$ cat config.mk
export PLATFORM = sky130hd
export DESIGN_NAME = ula_verificador
export DESIGN_NICKNAME = d
export VERILOG_FILES = /design/src/rtl/ula_verificador.sv
export SDC_FILE = /design/constraint.sdc
export NUM_CORES = 1
export LEC_CHECK = 0
export CORE_UTILIZATION = 55
export DETAILED_ROUTE_END_ITERATION = 8
export PLACE_DENSITY_LB_ADDON = 0.15
export SYNTH_ARGS = -nofsm -noshare
export SYNTH_HDL_FRONTEND = slang
export SYNTH_SLANG_ARGS = --single-unit
$ cat constraint.sdc
create_clock -name clk -period 4.4 [get_ports clk]
set_input_delay 0.88 -clock clk [delete_from_list [all_inputs] [get_ports clk]]
set_output_delay 0.88 -clock clk [all_outputs]
set_load 0.01 [all_outputs]
$ cat src/rtl/ula_verificador.sv
// ula_verificador: self-test sequencer and response checker for the 2-bit ULA.
// Sweeps all 256 Sel/A/B vectors (Sel outermost, B innermost), samples Saida
// SETTLE cycles after each vector is applied, and compares it with an internal
// golden model. Reports pass/fail, the mismatch count and the first failing vector.
//
// Ports:
//   clk, rst_n        clock (rising edge), asynchronous active-low reset
//   start             begin a sweep; honoured only in IDLE or DONE
//   Sel, A, B         registered stimulus to the ULA
//   Saida             ULA result
//   busy, done, pass  sweep status; pass valid while done=1
//   err_count         number of mismatching vectors (0..256)
//   fail_*            Sel/A/B, observed Saida and expected value of the first mismatch
module ula_verificador #(
  parameter int unsigned SETTLE = 1  // legal range 1..15
) (
  input  logic       clk,
  input  logic       rst_n,
  input  logic       start,
  output logic [3:0] Sel,
  output logic [1:0] A,
  output logic [1:0] B,
  input  logic [2:0] Saida,
  output logic       busy,
  output logic       done,
  output logic       pass,
  output logic [8:0] err_count,
  output logic [3:0] fail_sel,
  output logic [1:0] fail_a,
  output logic [1:0] fail_b,
  output logic [2:0] fail_saida,
  output logic [2:0] fail_esperado
);

  typedef enum logic [1:0] {IDLE, DRIVE, CHECK, FINISHED} state_t;

  localparam logic [3:0] SETTLE_LAST = 4'(SETTLE - 1);

  state_t     state_q;
  logic [7:0] idx_q;
  logic [3:0] cnt_q;
  logic       busy_q, done_q, pass_q;
  logic [8:0] err_q;
  logic [3:0] fsel_q;
  logic [1:0] fa_q, fb_q;
  logic [2:0] fsaida_q, fesp_q;

  logic [2:0] esperado;
  logic       mismatch;

  function automatic logic [2:0] golden(input logic [3:0] s, input logic [1:0] a,
                                        input logic [1:0] b);
    logic [2:0] ea, eb, r;
    ea = {1'b0, a};
    eb = {1'b0, b};
    r  = '0;
    case (s)
      4'd0:        r = ea + eb;
      4'd1:        r = ea - eb;
      4'd2:        r = ea * eb;
      4'd3:        r = (b == 2'd0) ? 3'b111 : ea / eb;
      4'd4:        r = {a, 1'b0};
      4'd5:        r = {2'b00, a[1]};
      4'd6, 4'd7:  r = {1'b0, a[0], a[1]};
      4'd8:        r = {1'b0, a & b};
      4'd9:        r = {1'b0, a | b};
      4'd10:       r = {1'b0, a ^ b};
      4'd11:       r = {1'b0, ~(a & b)};
      4'd12:       r = {1'b0, ~(a | b)};
      4'd13:       r = {1'b0, ~(a ^ b)};
      4'd14:       r = {2'b00, a > b};
      default:     r = {2'b00, a == b};
    endcase
    return r;
  endfunction

  always_comb begin
    esperado = golden(idx_q[7:4], idx_q[3:2], idx_q[1:0]);
    mismatch = (Saida != esperado);
  end

  always_ff @(posedge clk or negedge rst_n) begin
    if (!rst_n) begin
      state_q  <= IDLE;
      idx_q    <= '0;
      cnt_q    <= '0;
      busy_q   <= 1'b0;
      done_q   <= 1'b0;
      pass_q   <= 1'b0;
      err_q    <= '0;
      fsel_q   <= '0;
      fa_q     <= '0;
      fb_q     <= '0;
      fsaida_q <= '0;
      fesp_q   <= '0;
    end else begin
      case (state_q)
        IDLE, FINISHED: begin
          if (start) begin
            state_q  <= DRIVE;
            idx_q    <= '0;
            cnt_q    <= '0;
            busy_q   <= 1'b1;
            done_q   <= 1'b0;
            pass_q   <= 1'b0;
            err_q    <= '0;
            fsel_q   <= '0;
            fa_q     <= '0;
            fb_q     <= '0;
            fsaida_q <= '0;
            fesp_q   <= '0;
          end
        end
        DRIVE: begin
          if (cnt_q == SETTLE_LAST) state_q <= CHECK;
          else                      cnt_q   <= cnt_q + 4'd1;
        end
        CHECK: begin
          if (mismatch) begin
            err_q <= err_q + 9'd1;
            if (err_q == '0) begin
              fsel_q   <= idx_q[7:4];
              fa_q     <= idx_q[3:2];
              fb_q     <= idx_q[1:0];
              fsaida_q <= Saida;
              fesp_q   <= esperado;
            end
          end
          if (idx_q == 8'hFF) begin
            // pass must account for the mismatch being counted in this same cycle
            state_q <= FINISHED;
            busy_q  <= 1'b0;
            done_q  <= 1'b1;
            pass_q  <= (err_q == '0) && !mismatch;
          end else begin
            state_q <= DRIVE;
            idx_q   <= idx_q + 8'd1;
            cnt_q   <= '0;
          end
        end
        default: state_q <= IDLE;
      endcase
    end
  end

  assign Sel           = idx_q[7:4];
  assign A             = idx_q[3:2];
  assign B             = idx_q[1:0];
  assign busy          = busy_q;
  assign done          = done_q;
  assign pass          = pass_q;
  assign err_count     = err_q;
  assign fail_sel      = fsel_q;
  assign fail_a        = fa_q;
  assign fail_b        = fb_q;
  assign fail_saida    = fsaida_q;
  assign fail_esperado = fesp_q;

endmodule

## Yosys cells after proc, flatten, opt, wreduce, memory -nomap -nowiden

Cells that the tools add are included.

- Register bits after elaboration: 40
- Bits of input ports: 6
- Word-level logic and storage cells: 110

- Add/subtract/negate cells: 5
- Multiply operators: 1
- Div/mod/pow operators: 1
- Order comparisons: 1
- Equality and inequality tests: 27
- Multiplexer cells: 41
- Bitwise operators: 6
- Reductions and logical operators: 16

Operator list:

| cell | count |
|---|---|
| 3-bit case mux with 14 select lines | 1 |
| 4-bit == test, second input constant | 7 |
| 4-bit 2-to-1 mux | 5 |
| 3-bit 2-to-1 mux | 6 |
| 9-bit 2-to-1 mux | 2 |
| 9-bit case mux with 2 select lines | 1 |
| 4-bit by 3-bit == test with 1-bit output, second input constant | 4 |
| 2-bit 2-to-1 mux | 8 |
| 8-bit 2-to-1 mux | 2 |
| 8-bit case mux with 2 select lines | 1 |
| 2-bit != test, second input constant | 7 |
| 3-bit case mux with 2 select lines | 2 |
| 4-bit case mux with 3 select lines | 1 |
| 3-bit AND reduction | 4 |
| 9-bit by 1-bit adder with 9-bit output, second input constant | 1 |
| 9-bit zero test | 1 |
| 8-bit by 1-bit adder with 8-bit output, second input constant | 1 |
| 4-bit by 2-bit == test with 1-bit output, second input constant | 2 |
| 8-bit == test, second input constant | 1 |
| 4-bit zero test | 2 |
| 2-bit case mux with 2 select lines | 2 |
| 4-bit case mux with 2 select lines | 1 |
| 2-bit inverter | 3 |
| 1-bit case mux with 2 select lines | 3 |
| 23 further kinds | 30 |

## Longest topological paths before layout

- Depth after elaboration: 8
- Depth in mapped cells: 14
- Mapped depth without buffers: 13

## Worst setup path after synthesis

Ideal clock, no wire load.

- Path type: register -> register
- From: register idx_q[1]
- To: register fb_q[1] (netlist: fail_b[1])
- Setup time: 135 ps
- Arrival time: 3359 ps
- Required time: 4265 ps
- Setup slack: 906 ps
- Stages on the path, launching flop included: 14
- Cells stage by stage: dfrtp_1 > inv_1 > ha_1 > and2_1 > fa_1 > o31ai_1 > ha_1 > a211oi_1 > a31o_2 > nand4_1 > a211o_1 > o21ai_4 > buf_4 > o32ai_1

- Longest elaborated chain between the ends: 6

RTL lines:

| element | RTL line | text |
|---|---|---|
| from (decl) | 40 | `logic [7:0] idx_q;` |
| from (signal assigned) | 137 | `idx_q <= idx_q + 8'd1;` |
| 2-bit by 2-bit divider with 3-bit output (tied with other cells) | 61 | `4'd3: r = (b == 2'd0) ? 3'b111 : ea / eb;` |
| 3-bit 2-to-1 mux (tied with other cells) | 61 |  |
| 3-bit case mux with 14 select lines | 57 | `case (s)` |
| 3-bit != test | 79 | `mismatch = (Saida != esperado);` |
| 2-bit != test (no source line) | n/a |  |
| 4-bit AND reduction (no source line) | n/a |  |
| to (signal assigned) | 124 | `fb_q <= idx_q[1:0];` |
| to (decl) | 45 | `logic [1:0] fa_q, fb_q;` |

Several ways; a longest one is shown, not always the timed one. The select of a mux whose other input is x is not followed.
A chain may end at the register's enable or synchronous reset.

## Final worst setup path

- From: register idx_q[1]
- To: register fsaida_q[2] (netlist: fail_saida[2])

- Longest elaborated chain between the ends: 6

RTL lines:

| element | RTL line | text |
|---|---|---|
| 2-bit by 2-bit divider with 3-bit output (tied with other cells) | 61 |  |
| 3-bit 2-to-1 mux (tied with other cells) | 61 |  |
| 3-bit case mux with 14 select lines * | 57 |  |
| 3-bit != test * | 79 |  |
| 2-bit != test (no source line) * | n/a |  |
| 4-bit AND reduction (no source line) * | n/a |  |
| to (signal assigned) | 125 | `fsaida_q <= Saida;` |
| to (decl) | 46 | `logic [2:0] fsaida_q, fesp_q;` |

Mark *: on every way between the ends. The rest lies on a longest branch, timed or not.

==> summary.txt <==
Run status
  – Outcome: complete, no violations

Route
  – First-pass iteration count of the detailed router: 4
  – Total vias in the final route: 2,463
  – Post-route DRC: 0
  – Vias per inst: 5.93
  – Remaining antenna violation count after routing: 0
  – DRT iter0 DRCs: 160
  – Routed wire length: 6610 um
  – Routed length per placed instance: 15.9 um

STA
  – Setup TNS: 0 ns
  – Setup repair after global routing missed its margin: false
  – Final count of hold timing violations: 0
  – Worst slew margin relative to its limit: 39.6%
  – Worst clock skew on the final layout: 0.00669 ns
  – Slew at the pin closest to its max-slew limit: 0.906 ns
  – Share of the cycle needed by the critical path after routing: 88.5%
  – Final max-slew violation count: 0
  – Final Critical Period: 3.89 ns
  – Maximum operating frequency: 257 MHz
  – # setup viols final: 0
  – Final hold slack: 0.518 ns

Synthesis
  – Share of synthesized registers carrying an async set or reset: 100%
  – EDFF count, synth: 0
  – Syn_nets: 343
  – Sequential-to-total area share from yosys stat: 35.4%
  – Number of synthesized register bits: 40
  – Count of distinct cell types in the synthesized netlist: 59
  – Leading register cell type out of synthesis: dfrtp_1
  – YS warnings: 0
  – Most area-consuming cells after synthesis: dfrtp_1, ha_1, inv_1, o32ai_1, nand2_1
  – Portion of synthesized cell area occupied by the leading cell type: 35.4%
  – Number of cells produced by synthesis: 314
  – Dominant cell type by area after synthesis: dfrtp_1
  – Cell area after synthesis: 2820 um^2
  – Synthesized area per cell: 8.99 um^2

Global route
  – Gr usage total: 27.1%
  – Via count of the first global-routing pass: 2,256
  – Largest net degree at the start of global routing: 41
  – First-pass GRT wire length: 11,200 um
  – Number of antenna violations at the first check in global routing: 0
  – Overall overflow remaining after global route: 0

Worst setup path
  – Critical path origin: idx_q[1]
  – Delay of the slowest cell on the worst path: 0.48 ns
  – Data arrival at the endpoint of the critical path: 4.06 ns
  – Critical path fanouts, max: 16
  – Required time at the endpoint of the critical path: 4.56 ns
  – Most used cell, CP: ha_1
  – Sort of element at the start of the critical path: flop
  – Startpoint of the most critical register-to-register path: idx_q[1]
  – Cell with the largest stage delay on the worst path: dfrtp_1
  – Endpoint of the worst register-to-register path: fail_saida[2]
  – Cell Chain, Critical Path: inv_1 -> ha_1 -> and2_1 -> fa_1 -> o31ai_1 -> ha_1 -> a211oi_1 -> a31o_2 -> nand4_1 -> a211o_1 -> o21ai_4 -> o32ai_1
  – Category of the worst setup path capture point: flop
  – WS Path Type: flop to flop
  – R2R setup slack: 0.51 ns
  – Worst Reg2Reg Path Length in Cells: 12

Finish
  – N_diodes: 0
  – Net count reported at finish: 376
  – Final std cells w/o fill: 415
  – Final Cell Area: 3390 um^2
  – Reg area: 1000 um^2
  – Area growth, synth to finish: 19.9%
  – Fill cells: 395
  – Footprint of the multi-input gates: 1590 um^2
  – Fraction of final layout cells sized beyond drive strength 1: 7.18%
  – Post-route core utilization: 70.3%

Clock network
  – CTS Buf Count: 5
  – # Post-CTS Setup Buffers: 0
  – Maximum buffer depth of the clock tree: 2
  – Root cell of the clock tree: clkbuf_8
  – Hold bufs inserted after CTS: 0
  – Clock sink count: 40
  – Clk_lat worst skew: 0.30 ns
  – Number of H-tree levels: 2
  – Post-CTS Resized: 0
  – Clock-pin slew reported for the worst setup and hold paths after clock tree synthesis: 0.08 ns
  – TritonCTS clock tree: yes

Pwr
  – Power Density: 454 nW/um^2
  – Leakage: 1.39 nW
  – Highest ir drop seen on vdd: 0.404 mV

Flow run
  – Max-cap violations: 0

Placement
  – # port buffers: 39
  – Cell area reported after detailed placement: 3230 um^2
  – HPWL after DPL: 4660 um
  – Global placer's final weighted congestion: 0.825
  – Number of instances in the placed design: 407

Floorplan
  – Cell row count: 25
  – Die Footprint: 5430 um^2
  – I/O pin total: 40
  – DIE WIDTH: 73.7 um
  – Area of the core region: 4820 um^2
  – DIE HEIGHT: 73.7 um
  – Starting density of the core: 58.6%

Hold path
  – Number of cells on the worst hold path: 2
  – Worst hold path class: flop to flop
  – Hold Crit Start: fail_sel[1]
  – Terminating pin of the worst hold path: fail_sel[1]
## stage by stage
step                      worst slack, ns  total power [mW]
after floorplan                     0.906             0.934
after global placement              0.721              1.10
after detailed placement            0.593              1.12
after CTS                           0.498              1.54
after global routing                0.209              1.65
final                               0.506              1.54
## critical path: cells and delay by family (launching register included)
kind | cells | cell delay, ns
AOI/OAI and AO/OA | 6 | 1.70
adders and majority gates | 3 | 1.03
DFF | 1 | 0.48
and+or+nand+nor | 2 | 0.31
buffers and inverters | 1 | 0.25
## placed cells by master (no fill, tap or decap), types with 5 or more instances in the layout
cell	count
o32ai_1	12
xnor2_1	7
nor3_1	5
nand2_1	26
nand4_1	6
a21oi_1	5
inv_1	42
ha_1	20
o211ai_1	8
nor2_1	22
nand2b_1	6
clkdlybuf4s50_1	38
o21ai_0	10
clkbuf_8	5
nor4_1	6
and3_1	6
nand3_1	18
dfrtp_1	40
## state kept, by name (all words and copies together), names as in the netlist
name           flops
fail_sel           4
fail_saida         3
pass               1
busy               1
idx_q              8
fail_esperado      3
state_q            2
fail_a             2
err_count          9
done               1
fail_b             2
cnt_q              4
## cell usage after synthesis (4+ instances only)
master / count
inv_1: 42
dfrtp_1: 40
nand2_1: 26
nor2_1: 22
ha_1: 20
nand3_1: 18
o32ai_1: 12
o21ai_0: 10
o211ai_1: 8
clkbuf_1: 7
xnor2_1: 7
and3_1: 6
nand2b_1: 6
nand4_1: 6
nor4_1: 6
a21oi_1: 5
nor3_1: 5
a221o_1: 4
buf_2: 4
mux2i_1: 4
## area by class of cell
| class | count | share of cell area, % |
|---|---|---|
| Inverter | 42 | 4.65 |
| Multi-Input combinational cell | 218 | 47.0 |
| Timing Repair Buffer | 40 | 11.6 |
| Clock inverter | 3 | 2.66 |
| Clock buffer | 5 | 2.03 |
| Tap cell | 67 | 2.48 |
| Sequential cell | 40 | 29.6 |
## where the power goes
| part | total [mW] | internal, mW | switching, mW |
|---|---|---|---|
| sequential | 0.449 | 0.407 | 0.0415 |
| clock | 0.421 | 0.284 | 0.138 |
| combinational | 0.669 | 0.242 | 0.426 |
| total | 1.54 | 0.933 | 0.605 |
## per-layer routing
layer,routed length [um],track usage (%),vias to the layer above
li1,-,-,1186
met1,3020,38.9,1198
met2,3220,42.6,73
met3,303,4.53,6
met4,72,7.26,0
met5,0,0,-
## kinds of logic (layout without fill, tap and decap cells)
kind of cell / Yosys count / count (layout) / share of synthesized area (%)
DFF: 40 / 40 / 35.4
AOI/OAI and AO/OA: 66 / 66 / 18.9
xor gates and xnor gates: 10 / 10 / 3.10
and+or+nand+nor: 113 / 113 / 20.8
buffers and inverters: 56 / 90 / 8.15
adders and majority gates: 23 / 23 / 11.0
muxes: 6 / 6 / 2.61
## worst max-delay path by stage
stage                    endpoint  slack (ns)  depth (start not counted)
finish              fail_saida[2]        0.51                         12
global route        fail_saida[2]        0.21                         12
CTS                 fail_saida[2]        0.50                         12
detailed placement  fail_saida[2]        0.59                         12
global placement        fail_b[1]        0.72                         12
floorplan               fail_b[1]        0.91                         13
(Power assumes the default switching activity.)
